===== config.mk =====
export PLATFORM = sky130hd
export DESIGN_NAME = cdb_arbiter
export DESIGN_NICKNAME = d
export VERILOG_FILES = /design/src/rtl/cdb_arbiter.sv
export SDC_FILE = /design/constraint.sdc
export NUM_CORES = 1
export LEC_CHECK = 0
export ABC_CLOCK_PERIOD_IN_PS = 3600
export CAP_MARGIN = 15
export CELL_PAD_IN_SITES_DETAIL_PLACEMENT = 0
export CELL_PAD_IN_SITES_GLOBAL_PLACEMENT = 2
export CORE_ASPECT_RATIO = 1.4
export CORE_MARGIN = 2
export CORE_UTILIZATION = 38
export DETAILED_ROUTE_END_ITERATION = 8
export PLACE_DENSITY_LB_ADDON = 0.12
export SYNTH_ARGS = -nofsm -noshare
export SYNTH_HDL_FRONTEND = slang
export SYNTH_SLANG_ARGS = --single-unit
export TNS_END_PERCENT = 5

===== constraint.sdc =====
create_clock -name clk -period 3.6 [get_ports clk]
set_input_delay 0.36 -clock clk [delete_from_list [all_inputs] [get_ports clk]]
set_output_delay 0.36 -clock clk [all_outputs]
set_load 0.01 [all_outputs]

===== src/rtl/cdb_arbiter.sv =====
// ---------------------------------------------------------------------------
// cdb_arbiter
//
// Shares one common data bus among NREQ result producers (ALU, load/store
// buffer, branch unit). Each producer owns a small FIFO of {rob tag, result}
// entries; a round-robin arbiter pops at most one head per cycle and drives
// a registered broadcast. A flush discards everything buffered.
//
// Ports:
//   clk          clock, all state updates on the rising edge
//   rst          synchronous active-high reset (wins over rdy and flush)
//   rdy          global enable; when low every piece of state holds
//   flush        misprediction recovery; drops buffered and in-flight results
//   req_valid    per-producer result valid
//   req_result   per-producer result, producer i at [i*DW +: DW]
//   req_rob      per-producer ROB tag, producer i at [i*ROBW +: ROBW]
//   req_ready    per-producer FIFO has room (from registered count only)
//   cdb_sgn      broadcast valid
//   cdb_result   broadcast value
//   cdb_rob_name broadcast ROB tag
//   cdb_src      index of the producer that was granted
//
// cdb_src is 2 bits wide, so NREQ must not exceed 4.
// ---------------------------------------------------------------------------
module cdb_arbiter #(
  parameter int NREQ  = 3,
  parameter int DEPTH = 2,
  parameter int ROBW  = 4,
  parameter int DW    = 32
) (
  input  logic                 clk,
  input  logic                 rst,
  input  logic                 rdy,
  input  logic                 flush,
  input  logic [NREQ-1:0]      req_valid,
  input  logic [NREQ*DW-1:0]   req_result,
  input  logic [NREQ*ROBW-1:0] req_rob,
  output logic [NREQ-1:0]      req_ready,
  output logic                 cdb_sgn,
  output logic [DW-1:0]        cdb_result,
  output logic [ROBW-1:0]      cdb_rob_name,
  output logic [1:0]           cdb_src
);

  localparam int EW = ROBW + DW;
  localparam int PW = (DEPTH > 1) ? $clog2(DEPTH) : 1;
  localparam int CW = $clog2(DEPTH + 1);
  localparam logic [CW-1:0] FULL = CW'(DEPTH);

  logic              advance;
  logic [NREQ-1:0]   nonempty;
  logic [NREQ-1:0]   push;
  logic [NREQ-1:0]   pop;
  logic [NREQ*EW-1:0] head_flat;
  logic [EW-1:0]     grant_head;
  logic              grant_valid;
  logic [1:0]        grant_idx;
  logic [1:0]        rr_next;
  logic [1:0]        rr_ptr_reg;
  int                arb_idx;

  // Nothing moves unless the pipeline is enabled and not being flushed.
  assign advance = rdy & ~flush;

  genvar gi;
  generate
    for (gi = 0; gi < NREQ; gi++) begin : g_fifo
      logic [EW-1:0] mem [DEPTH];
      logic [PW-1:0] wptr_reg;
      logic [PW-1:0] rptr_reg;
      logic [CW-1:0] count_reg;

      // Ready looks only at the registered count: a full FIFO refuses a push
      // even in the cycle its head is being popped.
      assign req_ready[gi] = (count_reg < FULL);
      assign nonempty[gi]  = (count_reg != '0);
      assign push[gi]      = advance & req_valid[gi] & req_ready[gi];
      assign pop[gi]       = advance & grant_valid & (grant_idx == 2'(gi));
      assign head_flat[gi*EW +: EW] = mem[rptr_reg];

      always_ff @(posedge clk) begin
        if (rst) begin
          wptr_reg  <= '0;
          rptr_reg  <= '0;
          count_reg <= '0;
        end else if (rdy) begin
          if (flush) begin
            wptr_reg  <= '0;
            rptr_reg  <= '0;
            count_reg <= '0;
          end else begin
            if (push[gi]) wptr_reg <= wptr_reg + PW'(1);
            if (pop[gi])  rptr_reg <= rptr_reg + PW'(1);
            case ({push[gi], pop[gi]})
              2'b10:   count_reg <= count_reg + CW'(1);
              2'b01:   count_reg <= count_reg - CW'(1);
              default: count_reg <= count_reg;
            endcase
          end
        end
      end

      // Storage needs no reset: count_reg alone decides which slots are live.
      always_ff @(posedge clk) begin
        if (push[gi]) begin
          mem[wptr_reg] <= {req_rob[gi*ROBW +: ROBW], req_result[gi*DW +: DW]};
        end
      end
    end
  endgenerate

  // Round-robin search starting at rr_ptr; first non-empty FIFO wins.
  always_comb begin
    grant_valid = 1'b0;
    grant_idx   = '0;
    arb_idx     = 0;
    for (int k = 0; k < NREQ; k++) begin
      arb_idx = (int'(rr_ptr_reg) + k) % NREQ;
      if (!grant_valid && nonempty[arb_idx]) begin
        grant_valid = 1'b1;
        grant_idx   = 2'(arb_idx);
      end
    end
  end

  assign rr_next    = (grant_idx == 2'(NREQ - 1)) ? 2'd0 : grant_idx + 2'd1;
  assign grant_head = head_flat[int'(grant_idx)*EW +: EW];

  always_ff @(posedge clk) begin
    if (rst) begin
      cdb_sgn      <= 1'b0;
      cdb_result   <= '0;
      cdb_rob_name <= '0;
      cdb_src      <= '0;
      rr_ptr_reg   <= '0;
    end else if (rdy) begin
      if (flush) begin
        // A grant computed in the flush cycle is squashed; payload fields hold.
        cdb_sgn    <= 1'b0;
        rr_ptr_reg <= '0;
      end else if (grant_valid) begin
        cdb_sgn      <= 1'b1;
        cdb_result   <= grant_head[DW-1:0];
        cdb_rob_name <= grant_head[EW-1:DW];
        cdb_src      <= grant_idx;
        rr_ptr_reg   <= rr_next;
      end else begin
        cdb_sgn <= 1'b0;
      end
    end
  end

endmodule


Word-level counts from Yosys, hierarchy flattened
Memory sizes are Yosys's and may differ from the RTL's. A register that Yosys moved wholly into a read port is not among the register bits.
Index checks and enable logic that the tools add are counted.
- flip-flop bits (word level): 53
- bits in writable memories: 216
- input bits: 115
- output and inout port bits: 42
- logic and storage cells: 142
- memories: 3
- add/sub/neg operators: 15
- $mul: 1
- divide/modulo/power cells: 3
- order comparisons: 6
- eq/ne operators: 8
- shifts and indexed selects: 1
- mux-type cells: 50
- bitwise logic cells: 12
- reduce and logical (&&, ||, !) cells: 29
- memories (name ; words ; width ; rd ports ; clocked after Yosys merged registers in ; wr ports ; line ; text):
    g_fifo[0].mem ; 2 ; 36 ; 1 ; 1 ; 1 ; 68 ; logic [EW-1:0] mem [DEPTH];
    g_fifo[1].mem ; 2 ; 36 ; 1 ; 1 ; 1 ; 68 ;
    g_fifo[2].mem ; 2 ; 36 ; 1 ; 1 ; 1 ; 68 ;
- operators by type and width (operator ; count):
    indexed part select 108 x 9 -> 36 bit ; 1
    less-than comparator 32 x 4 -> 1 bit (second input constant) ; 3
    remainder unit 32 x 3 -> 32 bit (second input constant) ; 2
    two-way mux 1 bit ; 35
    remainder unit 3 x 3 -> 32 bit (second input constant) ; 1
    AND reduction 2 bit ; 10
    nonzero test 2 bit ; 10
    two-way mux 2 bit ; 9
    one-hot mux 2 bit (2 select lines) ; 3
    bitwise AND 1 bit ; 11
    nonzero test 3 bit ; 3
    adder 2 x 1 -> 2 bit (second input constant) ; 4
    equality test 2 x 1 -> 1 bit (second input constant) ; 4
    equality test 2 bit (second input constant) ; 4
    adder 1 bit (second input constant) ; 6
    binary-select mux 1 bit (select 2 bit) ; 3
    less-than comparator 2 bit (second input constant) ; 3
    multiplier 2 x 4 -> 6 bit (second input constant) ; 1
    subtractor 2 x 1 -> 2 bit (second input constant) ; 3
    adder 2 x 1 -> 3 bit (second input constant) ; 1
    adder 2 x 2 -> 3 bit (second input constant) ; 1
    AND reduction 3 bit ; 1
    logical AND 1 bit ; 2
    zero test 1 bit ; 2
    2 further kinds ; 2

Logic depth before layout (Yosys ltp)
Gate-level depths: netlist (run 1).
- word-level depth: 17
- mapped depth: 10
- mapped depth without buffers: 8

Worst setup path before layout (run 1)
No wires, ideal clock.
- path type: input port to flip-flop
- from: in flush
- to: mem g_fifo[1].mem[0][0] (netlist name), enable pin
- setup time: 435 ps
- arrival: 2853 ps
- data required time: 3165 ps
- setup slack: 312 ps
- stages on the path: 4
- buffers on the path: 1
- cells stage by stage: nand2b_1 clkbuf_1 nor3b_1 nor2b_1
- longest elaborated chain between the ends: 6
- ends and longest elaborated chain (what ; line ; text):
    from (decl) ; 34 ; input logic flush,
    NOT 1 bit (no line) ; n/a ;
    bitwise AND 1 bit ; 63 ; assign advance = rdy & ~flush;
    bitwise AND 1 bit (2 in a row) ; 77 ; assign push[gi] = advance & req_valid[gi] & req_ready[gi];
    two-way mux 1 bit ; 105 ; if (push[gi]) begin
    two-way mux 1 bit (not written as such) ; 106 ; mem[wptr_reg] <= {req_rob[gi*ROBW +: ROBW], req_result[gi*DW +: DW]};
    to (decl) ; 68 ;
Every way passes these cells.

Worst setup path in the final report (run 1)
- from: reg rr_ptr_reg[1]
- to: reg cdb_result[6]
- longest elaborated chain between the ends: 13
- elaborated cells on any way between the ends: 27
- classes of those cells: add/sub: 2; mul: 1; div: 3; shift: 1; mux: 15; reduce/logical: 5
- ends and longest elaborated chain (what ; line ; text):
    from (decl) ; 59 ; logic [1:0] rr_ptr_reg;
    from (signal assigned) ; 146 ; rr_ptr_reg <= rr_next;
    branches (longest 13 deep; another with remainder unit 32 x 3 -> 32 bit) ; n/a ;
    to (signal assigned) ; 143 ; cdb_result <= grant_head[DW-1:0];
    to (decl) ; 40 ; output logic [DW-1:0] cdb_result,
Parallel ways; which one is timed is not known. The select of a mux whose other input is x is not followed.
A chain may end at the register's enable or synchronous reset.

==> reports/results.env, run 1 <==
POST_DRT_WL_PER_CELL_UM=21.58
CTS_ROOT_BUFFER='sky130_fd_sc_hd__clkbuf_16'
POST_DRT_VIA_CELL_RATIO=5.265
POWER.LEAKAGE_nW=4.296
DRC=0
WORST_CLOCK_SKEW_NS=0.01295
SYNTHTOPCELLSBYCOUNT='sky130_fd_sc_hd__edfxtp_1, sky130_fd_sc_hd__nor2_1, sky130_fd_sc_hd__mux2i_1'
INITIAL_UTILIZATION=0.3861
FINAL_HOLD_VIOL_COUNT=0
TIMING.HOLD.WORST_PATH_DEPTH=2
DR.FIRST_ITER.DRC_COUNT=386
SHARE_SEQ_OF_TOTAL_POWER=0.520
POST-SYNTH-TOP-COUNT-CELL='sky130_fd_sc_hd__edfxtp_1'
CRIT_REQUIRED_NS=3.98
FILL_CELLS=2491
AREA_GROWTH_SYN_TO_LAYOUT_PCT=26.77
WORST-R2R-CELL-COUNT=9
SYNTHESIS.INSTANCES=747
POST_SYNTH_NUM_CELL_TYPES=54
ASYNC_FLOP_SHARE=0
MULTI_INPUT_COMB_AREA_MM2=0.003132
PORTBUFFERS=156
FINISH.INSTANCE_AREA_MM2=0.01386
TIMING.FINAL.MAX_SLEW_VIOLATIONS=0
POST-SYNTH-TOP-AREA-FRACTION=0.5933
YS_WARN_COUNT=0
DRIVE_ABOVE_1_SHARE=0.1325
R2R_START='rr_ptr_reg[1]$_SDFFE_PP0P_'
SWITCHING_POWER_SHARE_OF_THE_TOTAL=0.2148
ROW_COUNT=73
WORST_PATH_ARRIVAL_NS=3.16
GP_ROUTABILITY_CONGESTION=0.7854
TIMING.HOLD.WORST.CLASS='input pin to flip-flop'
FIN_CRIT_NS=2.781
POST_CTS.REPAIR.SETUP_BUFFERS=0
CTS-RESIZED-GATES=0
MAX_CAP_VIOLATIONS=0
NUMCTSBUFFERS=27
POWER_DENSITY_mW_PER_MM2=488.2
YOSYSSEQAREASHARE=0.6958
DRT_WL_TOTAL_MM=27.97
DETAIL-ROUTE-ANTENNA-NETS=0
INSERTION_DELAY_NS=0.53
POST_SYNTH_EDFFS=216
DIODES=0
CTS_HOLD_BUFFERS=0
R2R_SLACK_NS=0.82
YS.FLOP_TYPE='sky130_fd_sc_hd__edfxtp_1'
GRT_PASS1_WL_MM=42.08
DIE_AREA_MM2=0.03016
CP-END-KIND='flip-flop'
CTS.PATH.MAX_BUFFERS=3
CLKSINKCOUNT=272
TRITONCTS_CLOCK_TREE='done'
FINISH.NET_COUNT=1019
ACHIEVABLE-FREQUENCY_MHz=359.6
LARGEST_REGISTER_FFS=216
SYN-MEAN-INSTANCE-AREA_UM2=14.64
CRITPATHMAXFANOUT=21
TIMING.CRITICAL_PATH.CELLS='inv_1 > ha_1 > o21ba_2 > nor4_1 > a31o_2 > buf_4 > o21ai_0 > a31oi_1 > a211oi_1'
POWER.SWITCHING_mW=1.453
IRDROPWORSTVDD_V=0.0004455
SYNTHDOMINANTAREACELLTYPE='sky130_fd_sc_hd__edfxtp_1'
FLOORPLAN_DIE_WIDTH_UM=147.4
CP_SLOWEST_STAGE_DELAY_NS=0.58
CPMAXSTAGEDELAYCELL='sky130_fd_sc_hd__nor4_1'
OUTCOME='finished, final reports clean'
POST_SYNTH_MAIN_AREA_CONTRIBUTORS='sky130_fd_sc_hd__edfxtp_1, sky130_fd_sc_hd__dfxtp_1, sky130_fd_sc_hd__mux2i_1, sky130_fd_sc_hd__nor2_1, sky130_fd_sc_hd__mux2_2'
CTSHTREEMAXLEVEL=1
FP.COREAREA_MM2=0.02831
DIE_HEIGHT_UM=204.7
RSZ0062_AT_GRT='false'
FINAL.PERIOD_UTILIZATION=0.7724
TIMING.SLEW.HEADROOM=0.3664
PIN_COUNT_OF_THE_BIGGEST_NET_ENTERING_GLOBAL_ROUTING=54
INTERNAL-POWER_mW=5.313
WORST_PIN_SLEW_NS=0.9504
REG2REG_TO='cdb_result[6]$_SDFFE_PP0P_'
DRT_PASS1_ITERATIONS=5
POWER_FRAC_CLOCK=0.400
IOPINCOUNT=157
ANTENNA_FOUND_INITIAL=0
CRIT_TYPE='flip-flop to flip-flop'
LAYOUT.CORE_UTILIZATION=0.4895
HOLD-PATH-ENDPOINT='g_fifo[2].count_reg[1]$_SDFFE_PP0P_'
DP.FINAL_HPWL_MM=18.28
GLOBAL_ROUTE.OVERFLOW_TOTAL=0
NETLIST_AREA_BEFORE_PLACEMENT_MM2=0.01093
FIN_TNS_SETUP_NS=0
REPORT.FINAL.SETUP_VIOL=0
SEQUENTIAL_CELL_AREA_MM2=0.007614
TOTAL_NETS_AFTER_SYNTHESIS=865
GRTUSAGETOTAL=0.1844
STARTPOINT_TYPE='flip-flop'
NUMBER_OF_STORAGE_ELEMENTS_IN_THE_SYNTHESIS_NETLIST=272
VIA_COUNT_OF_THE_FIRST_GLOBAL_ROUTING_PASS=7105
POWER.COMBINATIONAL.FRACTION=0.080
WORSTHOLDSTART='rst'
DETAILED_PLACE.AREA_MM2=0.01297
VIA_COUNT=6824
CLOCK_SLEW_AT_THE_REGISTER_CLOCK_PINS_OF_THE_WORST_SETUP_AND_HOLD_PATHS_NS=0.06
## power by group through the flow
stage	sequential [mW]	combinational, mW	clock, mW
floorplan	3.58	0.239	0
global placement	3.58	0.538	0
detailed placement	3.59	0.546	0
CTS	3.52	0.548	2.77
global route	3.52	0.582	2.89
finish	3.52	0.540	2.71
## per-stage QoR
step	hold WS (ns)	instances	total power, mW	worst slack [ns]
6_report	0.3372	1296	6.766	0.8194
5_1_grt	0.3411	1296	6.999	0.6146
4_1_cts	0.3259	1295	6.839	0.7913
3_5_place_dp	0.4899	1246	4.131	0.7471
3_3_place_gp	0.4792	1246	4.121	0.8220
2_1_floorplan	0.4589	747	3.821	0.3120
## worst max path at each step
stage	from	end	slack (ns)	cells after the start
6_report	rr_ptr_reg[1]$_SDFFE_PP0P_	cdb_result[6]$_SDFFE_PP0P_	0.82	9
5_1_grt	rr_ptr_reg[1]$_SDFFE_PP0P_	cdb_result[6]$_SDFFE_PP0P_	0.61	9
4_1_cts	rr_ptr_reg[1]$_SDFFE_PP0P_	cdb_result[6]$_SDFFE_PP0P_	0.79	9
3_5_place_dp	flush	g_fifo[0].mem[1][32]$_DFFE_PP_	0.75	5
3_3_place_gp	flush	g_fifo[0].mem[1][0]$_DFFE_PP_	0.82	5
2_1_floorplan	flush	g_fifo[1].mem[0][0]$_DFFE_PP_	0.31	4
## final cells by class
cell class / count / share of cell area
clock buffers: 42 / 0.05931
inverters: 6 / 0.001625
flip-flops and latches: 272 / 0.5493
well taps: 375 / 0.03385
multi-input cells: 418 / 0.2260
clock inverters: 7 / 0.003160
repair buffers: 176 / 0.1267
## worst max-delay path, delay by kind of cell, from the launching register on
family,cells,cell delay (ns)
fa+ha+maj,1,0.38
buf+inv,2,0.34
compound gates,5,0.99
flops,1,0.34
simple gates,1,0.58
## routing by layer
layer  GRT usage  vias to the layer above  part of all wire  routed length [µm]
met5           0                        -                 0                   0
met4     0.05872                        0             0.027                 752
met3     0.02472                       41             0.045                1267
met2      0.3418                      214              0.53               14830
met1      0.2210                     3378              0.40               11130
li1            -                     3191                 -                   -
## layout by cell type, fill, tap and decap left out, types with 5 or more instances in the layout
| cell type | instances |
|---|---|
| sky130_fd_sc_hd__clkbuf_1 | 6 |
| sky130_fd_sc_hd__nor2b_1 | 5 |
| sky130_fd_sc_hd__a311oi_2 | 10 |
| sky130_fd_sc_hd__nand3_1 | 37 |
| sky130_fd_sc_hd__a311oi_1 | 7 |
| sky130_fd_sc_hd__a211oi_1 | 20 |
| sky130_fd_sc_hd__a31oi_1 | 20 |
| sky130_fd_sc_hd__clkdlybuf4s50_1 | 155 |
| sky130_fd_sc_hd__edfxtp_1 | 216 |
| sky130_fd_sc_hd__mux2_2 | 17 |
| sky130_fd_sc_hd__xnor2_1 | 5 |
| sky130_fd_sc_hd__clkbuf_16 | 27 |
| sky130_fd_sc_hd__nand2b_1 | 22 |
| sky130_fd_sc_hd__mux2i_1 | 74 |
| sky130_fd_sc_hd__a21oi_1 | 8 |
| sky130_fd_sc_hd__nand2_1 | 5 |
| sky130_fd_sc_hd__dfxtp_1 | 53 |
| sky130_fd_sc_hd__nand4_1 | 5 |
| sky130_fd_sc_hd__o211ai_1 | 25 |
| sky130_fd_sc_hd__o211ai_2 | 10 |
| sky130_fd_sc_hd__clkbuf_8 | 9 |
| sky130_fd_sc_hd__nor2_1 | 76 |
| sky130_fd_sc_hd__o21ai_0 | 25 |
| sky130_fd_sc_hd__buf_4 | 16 |
| sky130_fd_sc_hd__inv_1 | 6 |
## kinds of logic after synthesis
| group | synth area share |
|---|---|
| compound gates | 0.1098 |
| xor+xnor | 0.005608 |
| fa+ha+maj | 0.003434 |
| buf+inv | 0.02323 |
| flops | 0.6958 |
| mux | 0.08629 |
| simple gates | 0.07587 |
No activity file was read; power rests on OpenSTA's default activity.
==> run 2: changes to the inputs <==
--- a/config.mk
+++ b/config.mk
@@ -5,13 +5,13 @@
 export SDC_FILE = /design/constraint.sdc
 export NUM_CORES = 1
 export LEC_CHECK = 0
-export ABC_CLOCK_PERIOD_IN_PS = 3600
+export ABC_CLOCK_PERIOD_IN_PS = 2300
 export CAP_MARGIN = 15
 export CELL_PAD_IN_SITES_DETAIL_PLACEMENT = 0
 export CELL_PAD_IN_SITES_GLOBAL_PLACEMENT = 2
 export CORE_ASPECT_RATIO = 1.4
 export CORE_MARGIN = 2
-export CORE_UTILIZATION = 38
+export CORE_UTILIZATION = 35
 export DETAILED_ROUTE_END_ITERATION = 8
 export PLACE_DENSITY_LB_ADDON = 0.12
 export SYNTH_ARGS = -nofsm -noshare
==> constraint.sdc (replaced) <==
create_clock -name clk -period 2.3 [get_ports clk]
set_input_delay 0.23 -clock clk [delete_from_list [all_inputs] [get_ports clk]]
set_output_delay 0.23 -clock clk [all_outputs]
set_load 0.01 [all_outputs]
==> run 2 against run 1 <==
The run now ends with negative setup slack left. Clock power up 69%. Worst setup slack got worse by 0.83 ns. Global-route usage about the same. Utilization is 1.1 points lower. Critical path depth increased by 1. Die area rose by 8.4%. Clock skew up 0.0036 ns. Critical path type unchanged. Largest power group unchanged.
==> reports/results.env, run 2 (same netlist as run 1, synthesis figures left out) <==
FILL_CELLS=2753
POWER.COMBINATIONAL.FRACTION=0.089
REG2REG_TO='g_fifo[1].count_reg[0]$_SDFFE_PP0P_'
DRC=0
WORST_PATH_ARRIVAL_NS=2.77
LAYOUT.CELLS.NON_FILLER=1366
RSZ0062_AT_GRT='true'
ANTENNA_FOUND_INITIAL=2
INITIAL_UTILIZATION=0.3549
VIA_COUNT_OF_THE_FIRST_GLOBAL_ROUTING_PASS=7682
CRIT_PATH_SETUP_SLACK_LAYOUT_NS=-0.008892
WORSTHOLDSTART='rst'
CPMAXSTAGEDELAYCELL='sky130_fd_sc_hd__o41a_4'
ROW_COUNT=76
MAX_CAP_VIOLATIONS=0
WORST_CLOCK_SKEW_NS=0.01659
CTS_HOLD_BUFFERS=0
TIMING.CRITICAL_PATH.CELLS='buf_6 > ha_4 > buf_6 > nor2b_1 > o22a_1 > o41a_4 > buf_16 > o211ai_1 > nand3b_1 > a31oi_1'
DP.FINAL_HPWL_MM=20.81
FINAL.PERIOD_UTILIZATION=1.004
POWER_DENSITY_mW_PER_MM2=751.3
OUTCOME='complete, but fails checks'
CTS_ROOT_BUFFER='sky130_fd_sc_hd__clkbuf_16'
SHARE_SEQ_OF_TOTAL_POWER=0.496
TIMING.FINAL.MAX_SLEW_VIOLATIONS=0
DP_WORST_SETUP_SLACK_NS=-0.1681
VIOLATIONS='negative setup slack'
HOLD-PATH-ENDPOINT='rr_ptr_reg[0]$_SDFFE_PP0P_'
DRT_PASS1_ITERATIONS=5
DIE_HEIGHT_UM=213.1
INTERNAL-POWER_mW=8.712
GRTUSAGETOTAL=0.1846
IOPINCOUNT=157
AREA_GROWTH_SYN_TO_LAYOUT_PCT=34.89
INSERTION_DELAY_NS=0.55
FINISH.INSTANCE_AREA_MM2=0.01475
STARTPOINT_TYPE='flip-flop'
GRT_PASS1_WL_MM=45.53
TIMING.HOLD.WORST_PATH_DEPTH=2
PATH_BUF_INV=3
SWITCHING_POWER_SHARE_OF_THE_TOTAL=0.2138
PIN_COUNT_OF_THE_BIGGEST_NET_ENTERING_GLOBAL_ROUTING=30
FIN_TNS_SETUP_NS=-0.008892
POWER.LEAKAGE_nW=4.694
FINAL_HOLD_VIOL_COUNT=0
WORST_PATH_DOMINANT_CELL_FAMILY='compound AO/OA/AOI/OAI gates'
GP_ROUTABILITY_CONGESTION=0.8043
FIN_TOTAL_PWR_mW=11.08
POST_DRT_VIA_CELL_RATIO=5.144
FIN_CRIT_NS=2.309
TIMING.SLEW.HEADROOM=0.5917
CRIT_TYPE='flip-flop to flip-flop'
FINISH.NET_COUNT=1070
LARGEST_REGISTER_FFS=216
DIE_AREA_MM2=0.03269
FINALHOLDWORSTSLACK_NS=0.1312
CLOCK_SLEW_AT_THE_REGISTER_CLOCK_PINS_OF_THE_WORST_SETUP_AND_HOLD_PATHS_NS=0.06
CRIT_REQUIRED_NS=2.76
GLOBAL_ROUTE.OVERFLOW_TOTAL=0
POWER_FRAC_CLOCK=0.415
R2R_START='rr_ptr_reg[0]$_SDFFE_PP0P_'
VIA_COUNT=7027
PORTBUFFERS=156
POWER.SWITCHING_mW=2.368
DETAIL-ROUTE-ANTENNA-NETS=0
FLOORPLAN_DIE_WIDTH_UM=153.4
FP.COREAREA_MM2=0.03081
TIMING.HOLD.WORST.CLASS='input pin to flip-flop'
FINAL_COMMON_CELL='sky130_fd_sc_hd__edfxtp_1'
MOSTFREQUENTLAYOUTCELLS='sky130_fd_sc_hd__edfxtp_1, sky130_fd_sc_hd__clkdlybuf4s50_1, sky130_fd_sc_hd__mux2i_1'
R2R_SLACK_NS=-0.009
LAYOUT.CORE_UTILIZATION=0.4787
CP_SLOWEST_STAGE_DELAY_NS=0.49
WORST_PIN_SLEW_NS=0.6124
CRITICAL-PATH-TOP-CELL-BY-COUNT='sky130_fd_sc_hd__buf_6'
CTS.PATH.MAX_BUFFERS=3
NUMCTSBUFFERS=28
DRT_WL_TOTAL_MM=30.24
CLKSINKCOUNT=272
CP-END-KIND='flip-flop'
DETAILED_PLACE.AREA_MM2=0.01351
REPORT.FINAL.SETUP_VIOL=1
CRITPATHMAXFANOUT=9
DR.FIRST_ITER.DRC_COUNT=328
TRITONCTS_CLOCK_TREE='done'
POST_DRT_WL_PER_CELL_UM=22.14
DRIVE_ABOVE_1_SHARE=0.2053
WORST-R2R-CELL-COUNT=10
IRDROPWORSTVDD_V=0.0005487
ACHIEVABLE-FREQUENCY_MHz=433.1
DP.CELLS=1307
CTSHTREEMAXLEVEL=1
==> run 2: power groups by stage <==
stage / Clock (mW) / Combinational, mW / Sequential [mW]
floorplan: 0 / 0.375 / 5.60
global placement: 0 / 0.905 / 5.60
detailed placement: 0 / 0.923 / 5.61
CTS: 4.70 / 0.988 / 5.50
global route: 4.91 / 1.06 / 5.51
finish: 4.59 / 0.985 / 5.50
==> run 2: cell type report <==
cell class | instances | area [µm²] | area share
inverters | 6 | 22.52 | 0.001527
repair buffers | 226 | 2389 | 0.1620
clock inverters | 10 | 102.6 | 0.006957
well taps | 390 | 488.0 | 0.03309
multi-input cells | 418 | 3282 | 0.2225
diodes | 2 | 5.005 | 0.0003394
flip-flops and latches | 272 | 7614 | 0.5162
clock buffers | 42 | 845.8 | 0.05735
==> run 2: repair_timing <==
| item | 4_1_cts | 5_1_grt |
|---|---|---|
| setup buffers | 2 | 0 |
| pin swaps | 10 | 18 |
| resized for setup | 35 | 15 |
| gates cloned | 3 | 0 |
| setup endpoints to repair | 48 | 45 |
==> run 2: worst reg2reg max path, stage by stage (launching register included) <==
cell	delay (ns)
sky130_fd_sc_hd__dfxtp_2	0.33
sky130_fd_sc_hd__buf_6	0.12
sky130_fd_sc_hd__ha_4	0.15
sky130_fd_sc_hd__buf_6	0.13
sky130_fd_sc_hd__nor2b_1	0.14
sky130_fd_sc_hd__o22a_1	0.21
sky130_fd_sc_hd__o41a_4	0.49
sky130_fd_sc_hd__buf_16	0.20
sky130_fd_sc_hd__o211ai_1	0.12
sky130_fd_sc_hd__nand3b_1	0.12
sky130_fd_sc_hd__a31oi_1	0.21
==> run 2: metal layers <==
metal	track usage	vias to the layer above	share of wire
met5	0	-	0
met4	0.06643	0	0.031
met3	0.02821	50	0.043
met2	0.3499	194	0.54
met1	0.2099	3483	0.39
li1	-	3300	-
==> run 2: how the worst max path moves through the flow <==
stage | from | endpoint | slack [ns] | depth (start not counted)
floorplan | flush | g_fifo[2].mem[0][0]$_DFFE_PP_ | -0.10 | 4
global placement | rr_ptr_reg[0]$_SDFFE_PP0P_ | cdb_result[11]$_SDFFE_PP0P_ | -0.14 | 10
detailed placement | rr_ptr_reg[0]$_SDFFE_PP0P_ | cdb_result[11]$_SDFFE_PP0P_ | -0.17 | 10
CTS | rr_ptr_reg[0]$_SDFFE_PP0P_ | g_fifo[1].count_reg[0]$_SDFFE_PP0P_ | -0.008 | 10
global route | rr_ptr_reg[0]$_SDFFE_PP0P_ | cdb_result[30]$_SDFFE_PP0P_ | -0.11 | 8
finish | rr_ptr_reg[0]$_SDFFE_PP0P_ | g_fifo[1].count_reg[0]$_SDFFE_PP0P_ | -0.009 | 10
